File: config.mk
export PLATFORM = sky130hd
export DESIGN_NAME = program_loader
export DESIGN_NICKNAME = d
export VERILOG_FILES = /design/src/rtl/program_loader.sv
export SDC_FILE = /design/constraint.sdc
export NUM_CORES = 1
export LEC_CHECK = 0
export CAP_MARGIN = 15
export CORE_UTILIZATION = 44
export CTS_BUF_LIST = sky130_fd_sc_hd__clkbuf_16
export CTS_CLUSTER_DIAMETER = 80
export DETAILED_ROUTE_END_ITERATION = 8
export PLACE_DENSITY = 0.69
export SYNTH_ARGS = -nofsm -noshare
export SYNTH_HDL_FRONTEND = slang
export SYNTH_SLANG_ARGS = --single-unit
File: constraint.sdc
create_clock -name clk_i -period 2.3 [get_ports clk_i]
set_input_delay 0.345 -clock clk_i [delete_from_list [all_inputs] [get_ports clk_i]]
set_output_delay 0.345 -clock clk_i [all_outputs]
set_load 0.01 [all_outputs]
File: src/rtl/program_loader.sv
// Boot loader: parses a byte stream into 32-bit IMEM/DMEM writes and releases CPU start on a START command.
// Latency: write strobe is high the cycle after the 4th data byte transfers; start_o rises the cycle after START.
// Backpressure: rx_ready_o is high in every state except RUN, so bytes can arrive one per cycle without bubbles.
module program_loader #(
   parameter int IMEM_AW = 8,
   parameter int DMEM_AW = 5
) (
   input  logic               clk_i,
   input  logic               rst_n_i,
   input  logic               rx_valid_i,
   input  logic [7:0]         rx_data_i,
   output logic               rx_ready_o,
   output logic               imem_we_o,
   output logic [IMEM_AW-1:0] imem_addr_o,
   output logic [31:0]        imem_data_o,
   output logic               dmem_we_o,
   output logic [DMEM_AW-1:0] dmem_addr_o,
   output logic [31:0]        dmem_data_o,
   output logic               start_o,
   output logic               err_o,
   output logic [15:0]        words_o
);

   // The address register is at least a byte wide so the ADDR byte is never truncated before wrapping.
   localparam int AQW = (IMEM_AW > 8) ? IMEM_AW : 8;

   typedef enum logic [2:0] {S_CMD, S_ADDR, S_COUNT, S_DATA, S_RUN} state_t;

   state_t             state_q;
   logic               tgt_d_q;      // 1: current frame targets DMEM
   logic [AQW-1:0]     addr_q;
   logic [8:0]         cnt_q;        // words remaining, 1..256
   logic [1:0]         bidx_q;
   logic [23:0]        word_q;       // low three bytes of the word being assembled
   logic               rdy_q;
   logic               imem_we_q;
   logic [IMEM_AW-1:0] imem_addr_q;
   logic [31:0]        imem_data_q;
   logic               dmem_we_q;
   logic [DMEM_AW-1:0] dmem_addr_q;
   logic [31:0]        dmem_data_q;
   logic               start_q;
   logic               err_q;
   logic [15:0]        words_q;

   logic               xfer;
   logic [31:0]        word_d;
   logic [AQW-1:0]     addr_d;

   assign xfer   = rx_valid_i & rdy_q;
   assign word_d = {rx_data_i, word_q};
   assign addr_d = AQW'(rx_data_i);

   // Frame parser, word assembly and all registered outputs.
   always_ff @(posedge clk_i or negedge rst_n_i) begin
      if (!rst_n_i) begin
         state_q     <= S_CMD;
         tgt_d_q     <= 1'b0;
         addr_q      <= '0;
         cnt_q       <= '0;
         bidx_q      <= '0;
         word_q      <= '0;
         rdy_q       <= 1'b1;
         imem_we_q   <= 1'b0;
         imem_addr_q <= '0;
         imem_data_q <= '0;
         dmem_we_q   <= 1'b0;
         dmem_addr_q <= '0;
         dmem_data_q <= '0;
         start_q     <= 1'b0;
         err_q       <= 1'b0;
         words_q     <= '0;
      end else begin
         // Strobes are single-cycle pulses unless re-armed below.
         imem_we_q <= 1'b0;
         dmem_we_q <= 1'b0;
         if (xfer) begin
            case (state_q)
               S_CMD: begin
                  if (rx_data_i == 8'h01 || rx_data_i == 8'h02) begin
                     tgt_d_q <= (rx_data_i == 8'h02);
                     state_q <= S_ADDR;
                  end else if (rx_data_i == 8'h03) begin
                     state_q <= S_RUN;
                     rdy_q   <= 1'b0;
                     start_q <= 1'b1;
                  end else begin
                     err_q <= 1'b1;
                  end
               end
               S_ADDR: begin
                  addr_q  <= addr_d;
                  state_q <= S_COUNT;
               end
               S_COUNT: begin
                  cnt_q   <= (rx_data_i == 8'h00) ? 9'd256 : {1'b0, rx_data_i};
                  bidx_q  <= 2'd0;
                  state_q <= S_DATA;
               end
               S_DATA: begin
                  case (bidx_q)
                     2'd0: word_q[7:0]   <= rx_data_i;
                     2'd1: word_q[15:8]  <= rx_data_i;
                     2'd2: word_q[23:16] <= rx_data_i;
                     default: begin
                        // Fourth byte: emit the word and advance to the next slot.
                        if (tgt_d_q) begin
                           dmem_we_q   <= 1'b1;
                           dmem_addr_q <= {addr_q[DMEM_AW-3:0], 2'b00};
                           dmem_data_q <= word_d;
                        end else begin
                           imem_we_q   <= 1'b1;
                           imem_addr_q <= addr_q[IMEM_AW-1:0];
                           imem_data_q <= word_d;
                        end
                        if (words_q != 16'hFFFF) words_q <= words_q + 16'd1;
                        addr_q <= addr_q + AQW'(1);
                        cnt_q  <= cnt_q - 9'd1;
                        if (cnt_q == 9'd1) state_q <= S_CMD;
                     end
                  endcase
                  bidx_q <= bidx_q + 2'd1;
               end
               default: ;
            endcase
         end
      end
   end

   assign rx_ready_o  = rdy_q;
   assign imem_we_o   = imem_we_q;
   assign imem_addr_o = imem_addr_q;
   assign imem_data_o = imem_data_q;
   assign dmem_we_o   = dmem_we_q;
   assign dmem_addr_o = dmem_addr_q;
   assign dmem_data_o = dmem_data_q;
   assign start_o     = start_q;
   assign err_o       = err_q;
   assign words_o     = words_q;

endmodule

Yosys cells after proc, flatten, opt, wreduce, memory -nomap -nowiden
Cells that the tools add are included.
{"block": "totals", "reg_bits": 143, "input_bits": 11, "out_inout_bits": 98}
{"block": "op_classes", "n_addsub": 4, "eq_ne": 13, "muxes": 19, "bitwise": 5, "n_reduce_logical": 21}
{"cell": "4-bit AND reduction", "n": 5}
{"cell": "9-bit 2-to-1 mux", "n": 2}
{"cell": "9-bit one-hot mux with 2 select lines", "n": 1}
{"cell": "3-bit AND reduction", "n": 6}
{"cell": "16-bit by 1-bit adder with 16-bit output (second input constant)", "n": 1}
{"cell": "8-bit by 2-bit == test with 1-bit output (second input constant)", "n": 2}
{"cell": "16-bit inequality test (second input constant)", "n": 1}
{"cell": "8-bit one-hot mux with 2 select lines", "n": 1}
{"cell": "3-bit 2-to-1 mux", "n": 4}
{"cell": "3-bit one-hot mux with 4 select lines", "n": 1}
{"cell": "9-bit by 1-bit == test with 1-bit output (second input constant)", "n": 1}
{"cell": "9-bit by 1-bit subtractor with 9-bit output (second input constant)", "n": 1}
{"cell": "8-bit by 1-bit adder with 8-bit output (second input constant)", "n": 1}
{"cell": "8-bit by 1-bit == test with 1-bit output (second input constant)", "n": 1}
{"cell": "8-bit logical NOT", "n": 1}
{"cell": "1-bit 2-to-1 mux", "n": 8}
{"cell": "8-bit 2-to-1 mux", "n": 1}
{"cell": "3-bit by 2-bit == test with 1-bit output (second input constant)", "n": 2}
{"cell": "5-bit AND reduction", "n": 1}
{"cell": "2-bit inequality test (second input constant)", "n": 2}
{"cell": "1-bit inverter", "n": 4}
{"cell": "2-bit one-hot mux with 2 select lines", "n": 1}
{"cell": "2-bit nonzero test", "n": 2}
{"cell": "4-bit nonzero test", "n": 1}
{"cell": "11 further kinds", "n": 11}

Longest topological paths before layout
Gate-level depths: netlist (run 1).
{"block": "depth", "ltp_word": 5, "ltp_mapped": 7, "ltp_nobuf": 6}

Least setup slack after synthesis (run 1)
OpenSTA, ideal clock, no wires.
{"block": "synth_path", "path_type": "reg-to-reg", "startpoint": "register rdy_q (netlist: rx_ready_o)", "endpoint": "register imem_data_q[24] (netlist: imem_data_o[24])", "arrival_ns": 1.670, "slack_ns": 0.503, "stages_incl_launch_ff": 6, "n_path_buf": 1, "synth_period_minus_slack_ns": 1.797, "cell_sequence": "dfstp_2 -> nand3_1 -> or2_1 -> nor2_4 -> buf_4 -> mux2_1"}
{"block": "synth_via", "elab_chain_cells": 2}
{"element": "start: declaration", "line_no": "35", "text": "logic rdy_q;"}
{"element": "start signal: assignment", "line_no": "63", "text": "rdy_q <= 1'b1;"}
{"element": "start signal: assignment", "line_no": "85", "text": "rdy_q <= 1'b0;"}
{"element": "1-bit AND", "line_no": "50", "text": "assign xfer = rx_valid_i & rdy_q;"}
{"element": "4-bit AND reduction (no source line)"}
{"element": "end signal: assignment", "line_no": "114", "text": "imem_data_q <= word_d;"}
{"element": "end: declaration", "line_no": "38", "text": "logic [31:0] imem_data_q;"}
No other way between the ends.
A chain may end at the register's enable or synchronous reset.

Worst setup path in the final report (run 1)
{"block": "layout_path", "startpoint": "register state_q[0]", "endpoint": "register imem_data_q[15] (netlist: imem_data_o[15])"}
{"block": "layout_via", "elab_chain_cells": 2}
{"element": "start: declaration", "line_no": "29", "text": "state_t state_q;"}
{"element": "start signal: assignment", "line_no": "57", "text": "state_q <= S_CMD;"}
{"element": "start signal: assignment", "line_no": "82", "text": "state_q <= S_ADDR;"}
{"element": "start signal: assignment", "line_no": "84", "text": "state_q <= S_RUN;"}
{"element": "3-bit by 2-bit == test with 1-bit output", "line_no": "78", "text": "case (state_q)"}
{"element": "4-bit AND reduction (no source line)"}
No other way between the ends.

==> impl_results.md, run 1 <==
* Mapped cell area at 6200 um^2
* EDFF count, synth at 0
* Detailed Place HPWL at approximately 9.9 mm
* WP data required at between 2 and 3 ns
* Setup slack, reg-to-reg at 0.38 ns
* Tot Pwr at approximately 5.4 mW
* Kind of critical path: register to register
* Logic pwr share at 0.025
* Vias in the first global route at approximately 4500
* Max H-tree Level at 4
* DRC viols at 0
* Via density per instance at 5.42
* HP Start: err_o
* Vias at around 4300
* Max VDD drop at between 0.0004 and 0.0005 V
* GRT Overall Usage at 0.211
* Io pins at about 110
* Antenna diodes at 0
* Synth Warn # at 0
* Area growth from synthesis to layout at 32.2%
* CTS tree: done
* Final hold viol count at 0
* Status: complete, no violations
* Worst Setup Start Kind: register
* Library cells used by synthesis at slightly above 60
* First-pass GRT wire length at roughly 23 mm
* Port Buffer Count at approximately 110
* # nets final at about 630
* Final Skew at ~0.0081 ns
* Row cnt at between 40 and 50
* Power per cell area at roughly 660 nW/um^2
* Setup tns final at 0 ns
* Clock share of power at 0.508
* Sw Share at 0.210
* Clock transition at path regs at ~0.06 ns
* Routed wire per std cell at about 18 um
* Layout cells sized above 1 at 0.166
* Die Ht at approximately 120 um
* Starting Density at 0.459
* WP data arrival at ~2.2 ns
* Worst slew margin at 0.572
* Async set or reset register ratio after synthesis at 1.00
* Synth Flop Type: dfrtp_1
* Average size of a mapped cell at ~13 um^2
* CTS sink count at 143
* Sw power at ~1.1 mW
* Final ANT Viol Nets at 0
* Hold Crit Class: register to register
* Tcrit/Tclk final at 0.836
* Final setup viols at 0
* CTS root buffer: clkbuf_16
* Most frequent cells in the layout: 142 x dfrtp_1, 105 x clkdlybuf4s50_1, 70 x mux2_1, 30 x mux2_2
* Core box area at between 10000 and 15000 um^2
* Hold endpoint: err_o
* Die area at 14600 um^2
* Final-report max-slew violation count at 0
* Maxcap violations at 0
* DP Area at between 7000 and 8000 um^2
* Initial antenna violation count at 0
* Post-route cell area at 8190 um^2
* Routability cong. at 0.843
* Cells after Synth at about 470
* RR Endpoint: imem_data_o[15]
* Synthesis-stage register bit count at between 100 and 150
* Worst slew pin tran at between 0.6 and 0.7 ns
* Element type at the critical path end: register
* Internal power at around 4.3 mW
* Die W at 121 um
* Worst R2R Start: state_q[0]
* DR iter-0 viols at 233
* Critical path origin: state_q[0]
* Leak Pwr at 3.93 nW
* Resize count post-CTS at 0
* Routed WL at about 14 mm
* Maximum root-to-sink buffer count at 2
* CTS Buf Count at 17
* Tmin final at ~1.9 ns
* RSZ-0062 raised after global routing: false
* Reg power frac at 0.467
* First drt pass iteration count at 4
* Seq/Total Area, Yosys at 0.578
* Reg2Reg Depth at 5
* Most common cell after layout, fill and taps aside: dfrtp_1
* Highest Clock Rate at approximately 0.52 GHz
* Total gr overflow at 0
* Worst-Skew Late Latency at about 0.42 ns
* Worst-path maximum fanout at 34
* Hold Crit Depth at 1
* Largest net degree at the start of global routing at between 60 and 70
-- stage by stage --
stage           util  hold slack, ns  setup slack (ns)  instances
2_1_floorplan      -          0.0494             0.503        474
3_3_place_gp   0.562           0.359             0.161        762
3_5_place_dp   0.562           0.369             0.106        762
4_1_cts        0.606           0.474             0.367        795
5_1_grt        0.606           0.486             0.212        795
6_report       0.606           0.471             0.376        795
-- registers in the layout (all words and copies together), names as in the netlist, 2 cells and up --
| register | count |
|---|---|
| addr_q | 8 |
| bidx_q | 2 |
| cnt_q | 9 |
| dmem_addr_o | 3 |
| dmem_data_o | 32 |
| imem_addr_o | 8 |
| imem_data_o | 32 |
| state_q | 3 |
| word_q | 24 |
| words_o | 16 |
-- kinds of logic after synthesis --
group / after synthesis / share of synthesized area
fa+ha+maj: 8 / 0.0162
xor+xnor: 14 / 0.0198
simple gates: 106 / 0.102
compound gates: 69 / 0.0701
flops: 143 / 0.578
mux: 102 / 0.186
other cells: 1 / 0.000605
buf+inv: 30 / 0.0275
-- synthesized netlist by cell type (2+ instances only) --
cell type	n	share of area
dfrtp_1	142	0.57
mux2_1	70	0.13
mux2_2	30	0.055
nand2_1	24	0.015
o21ai_0	21	0.017
nor2_1	17	0.010
a21oi_1	15	0.012
nand3_1	13	0.011
xnor2_1	11	0.016
inv_1	9	0.0055
ha_1	8	0.016
nand4_1	8	0.0081
and3_1	7	0.0071
buf_2	7	0.0057
buf_4	7	0.0085
a31oi_1	6	0.0061
and2_1	5	0.0050
clkbuf_1	4	0.0024
nor4_2	4	0.0081
buf_6	3	0.0055
nor3_1	3	0.0024
nor4_1	3	0.0030
o211ai_1	3	0.0036
xor2_1	3	0.0042
a31o_2	2	0.0028
and3b_1	2	0.0028
and4_1	2	0.0028
nand2b_1	2	0.0020
nand4b_1	2	0.0028
nor2_4	2	0.0036
nor2b_1	2	0.0020
o21a_1	2	0.0024
o21ai_1	2	0.0016
o22ai_1	2	0.0020
o2bb2ai_1	2	0.0028
or2_1	2	0.0020
-- critical path, cell delays in order (launching register included) --
cell      delay, ns
dfrtp_1        0.55
nand3b_4       0.19
or2_1          0.31
nor2_4         0.14
buf_12         0.24
mux2_1         0.36
-- power by group through the flow --
stage	Sequential [mW]	Clock [mW]	Combinational, mW
2_1_floorplan	2.56	0	0.0207
3_3_place_gp	2.56	0	0.134
3_5_place_dp	2.56	0	0.137
4_1_cts	2.52	2.81	0.138
5_1_grt	2.51	2.91	0.151
6_report	2.52	2.74	0.134
-- worst max path at each step --
stage / to / cells past startpoint
floorplan: imem_data_o[24] / 5
global placement: state_q[0] / 6
detailed placement: state_q[0] / 6
CTS: imem_data_o[13] / 5
global route: addr_q[6] / 4
finish: imem_data_o[15] / 5
-- metal layers --
layer / vias up / routed length (um) / global-route usage
met4: 0 / 264 / 0.0741
li1: 1987 / - / -
met1: 2172 / 6150 / 0.264
met2: 126 / 6930 / 0.351
met3: 20 / 807 / 0.0604
met5: - / 0 / 0
-- what timing repair did --
action | CTS | global route
hold buffers | 1 | 0
setup buffers | 0 | 0
endpoints found under the hold margin | 56 | 0
-- cell type report --
cell class,count,area (um^2)
tap,176,220
sequential,143,3580
fill,1053,5320
clock inverter,15,169
clock buffer,17,425
multi-input combinational,301,2450
inverter,9,33.8
timing repair buffer,134,1310
Power figures use the tool's default switching activity.
==> inputs of run 2 (changes only) <==
clock period = 1.8 ns   (was 2.3 ns; I/O delays follow)
==> impl_results.md, run 2 (synthesized netlist as in run 1, its figures left out) <==
* Via density per instance at 5.36 (-1.1%)
* Element type at the critical path end: register
* Hold Crit Class: input pin to async pin
* Vias at 4463 (+3.7%)
* Worst-path maximum fanout at 9 (-74%)
* Highest Clock Rate at 0.563 GHz (+8.3%)
* Routability cong. at 0.886 (+5.1%)
* CTS root buffer: clkbuf_16
* Setup slack, reg-to-reg at 0.02 ns (-0.35 ns)
* Critical Path Stages at 7 (+2)
* Clock transition at path regs at 0.06 ns (about the same)
* Status: complete, no violations
* DR iter-0 viols at 258 (+11%)
* Final WS setup at 0.0236 ns (-0.352 ns)
* GRT Overall Usage at 0.225 (+0.0131)
* Tcrit/Tclk final at 0.987 (+0.150)
* CTS sink count at 143 (unchanged)
* Final Skew at 0.00616 ns (-0.00191 ns)
* Tmin final at 1.78 ns (-0.148 ns)
* # nets final at 663 (+6.1%)
* Core box area at 13500 um^2 (unchanged)
* Final ANT Viol Nets at 0 (unchanged)
* Detailed Place HPWL at 10.3 mm (+4.0%)
* Worst Setup Start Kind: register
* Io pins at 109 (unchanged)
* Most frequent cells in the layout: 142 x dfrtp_1, 104 x clkdlybuf4s50_1, 68 x mux2_1, 53 x buf_4, 30 x mux2_2
* Worst path cell trace: ha_2 > nand3_2 > or2_4 > nor2_4 > buf_6 > clkbuf_16 > mux2_1
* WP data arrival at 2.08 ns (-0.14 ns)
* Worst path max stage delay at 0.36 ns (-0.19 ns)
* Die W at 121 um (unchanged)
* Kind of critical path: register to register
* Critical path origin: bidx_q[1]
* CTS Buf Count at 17 (unchanged)
* Leak Pwr at 4.15 nW (+5.4%)
* DP Area at 7880 um^2 (+3.8%)
* Worst-Skew Late Latency at 0.43 ns (about the same)
* Die area at 14600 um^2 (unchanged)
* Hold WS at 0.353 ns (-0.118 ns)
* RR Endpoint: imem_addr_o[1]
* Routed wire per std cell at 18.2 um (+2.4%)
* CTS tree: done
* Area growth from synthesis to layout at 38.6%
* Layout cells sized above 1 at 0.221 (+0.0543)
* Footprint of the multi-input gates at 2470 um^2 (+0.72%)
* Power per cell area at 807 nW/um^2 (+23%)
* First-pass GRT wire length at 24.6 mm (+5.2%)
* Total gr overflow at 0 (unchanged)
* Routed WL at 15.2 mm (+7.3%)
* Max H-tree Level at 4 (unchanged)
* Row cnt at 42 (unchanged)
* Antenna diodes at 0 (unchanged)
* Placed Cells incl. Taps at 794 (+4.2%)
* Largest net degree at the start of global routing at 50 (-19%)
* Worst slack at placement at -0.280 ns (-0.386 ns)
* CP endpoint: imem_addr_o[1]
* DRC viols at 0 (unchanged)
* Worst R2R Start: bidx_q[1]
* Reg2Reg Depth at 7 (+2)
* Register Area at 3580 um^2 (unchanged)
* Fin cells at 833 (+4.8%)
* Port Buffer Count at 106 (unchanged)
* Largest delay contributor family on the critical path: simple AND/OR/NAND/NOR gates
* Setup tns final at 0 ns (unchanged)
* Max stage delay cell, worst path: dfrtp_1
* Vias in the first global route at 4743 (+6.0%)
* Die Ht at 121 um (unchanged)
* Starting Density at 0.459 (unchanged)
* Final setup viols at 0 (unchanged)
* CP bufs+invs at 2 (+1)
* First drt pass iteration count at 5 (+1)
* Maximum root-to-sink buffer count at 2 (unchanged)
* Final hold viol count at 0 (unchanged)
* Final-report max-slew violation count at 0 (unchanged)
* Maxcap violations at 0 (unchanged)
* Most common cell after layout, fill and taps aside: dfrtp_1
* Initial antenna violation count at 0 (unchanged)
* WP data required at 2.11 ns (-0.48 ns)
* Fill count at 1037 (-1.5%)
* Max VDD drop at 0.000613 V (+42%)
* Post-route cell area at 8590 um^2 (+4.9%)
-- run 2: worst min path at each step --
stage,from,endpoint,slack [ns],cells after the start
3_3_place_gp,rst_n_i,dmem_we_o,0.24,1
2_1_floorplan,rst_n_i,addr_q[0],-0.03,0
3_5_place_dp,rst_n_i,dmem_we_o,0.25,1
5_1_grt,rst_n_i,dmem_we_o,0.39,2
4_1_cts,rst_n_i,dmem_we_o,0.38,2
6_report,rst_n_i,dmem_we_o,0.35,2
-- run 2: metrics by stage --
| stage | power, mW | util |
|---|---|---|
| detailed placement | 3.46 | 0.583 |
| CTS | 6.99 | 0.628 |
| finish | 6.93 | 0.636 |
| floorplan | 3.30 | - |
| global placement | 3.45 | 0.583 |
| global route | 7.18 | 0.636 |
-- run 2: power by group --
part | internal (mW) | switching, mW
logic | 0.0593 | 0.122
registers | 3.22 | 0
clock network | 2.17 | 1.37
total | 5.44 | 1.49
-- run 2: repair_timing --
action / 4_1_cts / 5_1_grt
hold buffers: 1 / 0
gates cloned: 0 / 2
endpoints found under the hold margin: 45 / 0
endpoints found under the setup margin: 1 / 12
setup buffers: 0 / 4
pin swaps: 0 / 3
gates resized for setup: 1 / 8
-- run 2: per-layer routing --
metal / routed length, um / vias up / track usage / part of all wire
met3: 779 / 28 / 0.0618 / 0.051
met5: 0 / - / 0 / 0
li1: - / 2067 / - / -
met1: 6590 / 2239 / 0.279 / 0.43
met2: 7510 / 129 / 0.369 / 0.49
met4: 311 / 0 / 0.0926 / 0.020
-- run 2: area by class of cell --
cell class,count,area share
flip-flops and latches,143,0.417
multi-input cells,301,0.287
repair buffers,172,0.197
clock buffers,17,0.0495
well taps,176,0.0256
clock inverters,15,0.0198
inverters,9,0.00393
==> inputs of run 3 (changes only) <==
SKIP_LAST_GASP = 1   (was not set)
==> impl_results.md, run 3 (synthesized netlist as in run 1, its figures left out) <==
* Die W at 121 um (unchanged)
* Tot Pwr at 6.93 mW (about the same)
* Vias at 4482 (+0.43%)
* DR iter-0 viols at 251 (-2.7%)
* Antenna diodes at 0 (unchanged)
* Highest Clock Rate at 0.561 GHz (-0.42%)
* Area growth from synthesis to layout at 38.5%
* Status: complete, no violations
* Leak Pwr at 4.15 nW (about the same)
* Via density per instance at 5.38 (+0.43%)
* Maximum root-to-sink buffer count at 2 (unchanged)
* Row cnt at 42 (unchanged)
* WP data required at 2.11 ns (about the same)
* Die area at 14600 um^2 (unchanged)
* Layout cells sized above 1 at 0.219 (-0.00152)
* DRC viols at 0 (unchanged)
* CTS tree: done
* GRT Overall Usage at 0.225 (unchanged)
* Total gr overflow at 0 (unchanged)
* Largest net degree at the start of global routing at 50 (unchanged)
* Worst path max stage delay at 0.36 ns (about the same)
* RSZ-0062 raised after global routing: true
* Worst-path maximum fanout at 9 (unchanged)
* Hold Crit Class: input pin to async pin
* Vias in the first global route at 4743 (unchanged)
* Worst-Skew Late Latency at 0.43 ns (about the same)
* Max H-tree Level at 4 (unchanged)
* Most common cell after layout, fill and taps aside: dfrtp_1
* First-pass GRT wire length at 24.6 mm (unchanged)
* Max stage delay cell, worst path: dfrtp_1
* Die Ht at 121 um (unchanged)
* CTS root buffer: clkbuf_16
* Largest delay contributor family on the critical path: simple AND/OR/NAND/NOR gates
* CP bufs+invs at 2 (unchanged)
* Worst Setup Start Kind: register
* Clock transition at path regs at 0.06 ns (about the same)
* Kind of critical path: register to register
* Final ANT Viol Nets at 0 (unchanged)
* Most frequent cells in the layout: 142 x dfrtp_1, 104 x clkdlybuf4s50_1, 68 x mux2_1, 54 x buf_4, 30 x mux2_2
* Worst path cell trace: ha_2 > nand3_1 > or2_4 > nor2_4 > buf_6 > clkbuf_16 > mux2_1
* Final-report max-slew violation count at 0 (unchanged)
* Element type at the critical path end: register
* Routed wire per std cell at 18.3 um (+0.21%)
* Max VDD drop at 0.000611 V (-0.23%)
* Detailed Place HPWL at 10.3 mm (unchanged)
* Final hold viol count at 0 (unchanged)
* Tcrit/Tclk final at 0.991 (+0.00416)
* First drt pass iteration count at 5 (unchanged)
* Starting Density at 0.459 (unchanged)
* WP data arrival at 2.09 ns (about the same)
* CTS Buf Count at 17 (unchanged)
* Initial antenna violation count at 0 (unchanged)
* Core box area at 13500 um^2 (unchanged)
* CTS sink count at 143 (unchanged)
* Io pins at 109 (unchanged)
* Tmin final at 1.78 ns (+0.00750 ns)
* Power per cell area at 808 nW/um^2 (+0.12%)
* # nets final at 663 (unchanged)
* Final setup viols at 0 (unchanged)
* Final Skew at 0.00618 ns (+0.0000193 ns)
* Routed WL at 15.2 mm (+0.21%)
* Maxcap violations at 0 (unchanged)
* Hold WS at 0.354 ns (+0.000403 ns)
* Port Buffer Count at 106 (unchanged)
* Routability cong. at 0.886 (unchanged)
[run 3: worst paths after layout]
path | from | cells past startpoint | slack (ns) | to
worst max-delay path | bidx_q[0] | 7 | 0.02 | imem_addr_o[1]
worst min-delay path | rst_n_i | 2 | 0.35 | dmem_we_o
worst max register to register | bidx_q[0] | 7 | 0.02 | imem_addr_o[1]
worst min register to register | err_o | 1 | 0.45 | err_o
max in group asynchronous | rst_n_i | 3 | 0.80 | rx_ready_o
min in group clk_i | err_o | 1 | 0.45 | err_o
[run 3: timing repair]
action / 4_1_cts / 5_1_grt
hold buffers: 1 / 0
hold endpoints to repair: 45 / 0
cloned: 0 / 2
setup endpoints to repair: 1 / 12
setup buffers: 0 / 4
pin swaps: 0 / 2
resized for setup: 1 / 6
[run 3: cell type report]
cell class | count | area, um^2
Sequential cell | 143 | 3580
Fill cell | 1036 | 4920
Inverter | 9 | 33.8
Clock buffer | 17 | 425
Tap cell | 176 | 220
Timing Repair Buffer | 172 | 1690
Multi-Input combinational cell | 301 | 2460
Clock inverter | 15 | 170
[run 3: power by group]
part	switching (mW)	total, mW	internal (mW)
combinational	0.122	0.181	0.0593
sequential	0	3.22	3.22
clock	1.37	3.54	2.17
total	1.49	6.93	5.44
[run 3: per-layer routing]
layer / part of all wire / wire length [um] / GRT usage
met1: 0.43 / 6590 / 0.279
met2: 0.49 / 7430 / 0.369
met3: 0.057 / 861 / 0.0618
met4: 0.022 / 335 / 0.0926
met5: 0 / 0 / 0
[run 3: through the flow]
step / setup TNS [ns] / cell area (um^2) / cells / util / setup WS [ns]
floorplan: 0 / 6200 / 474 / - / 0.00290
global placement: -14.67 / 7880 / 794 / 0.583 / -0.237
detailed placement: -16.83 / 7880 / 794 / 0.583 / -0.280
CTS: 0 / 8480 / 827 / 0.628 / 0.0525
global route: -1.29 / 8580 / 833 / 0.635 / -0.0470
finish: 0 / 8580 / 833 / 0.635 / 0.0161
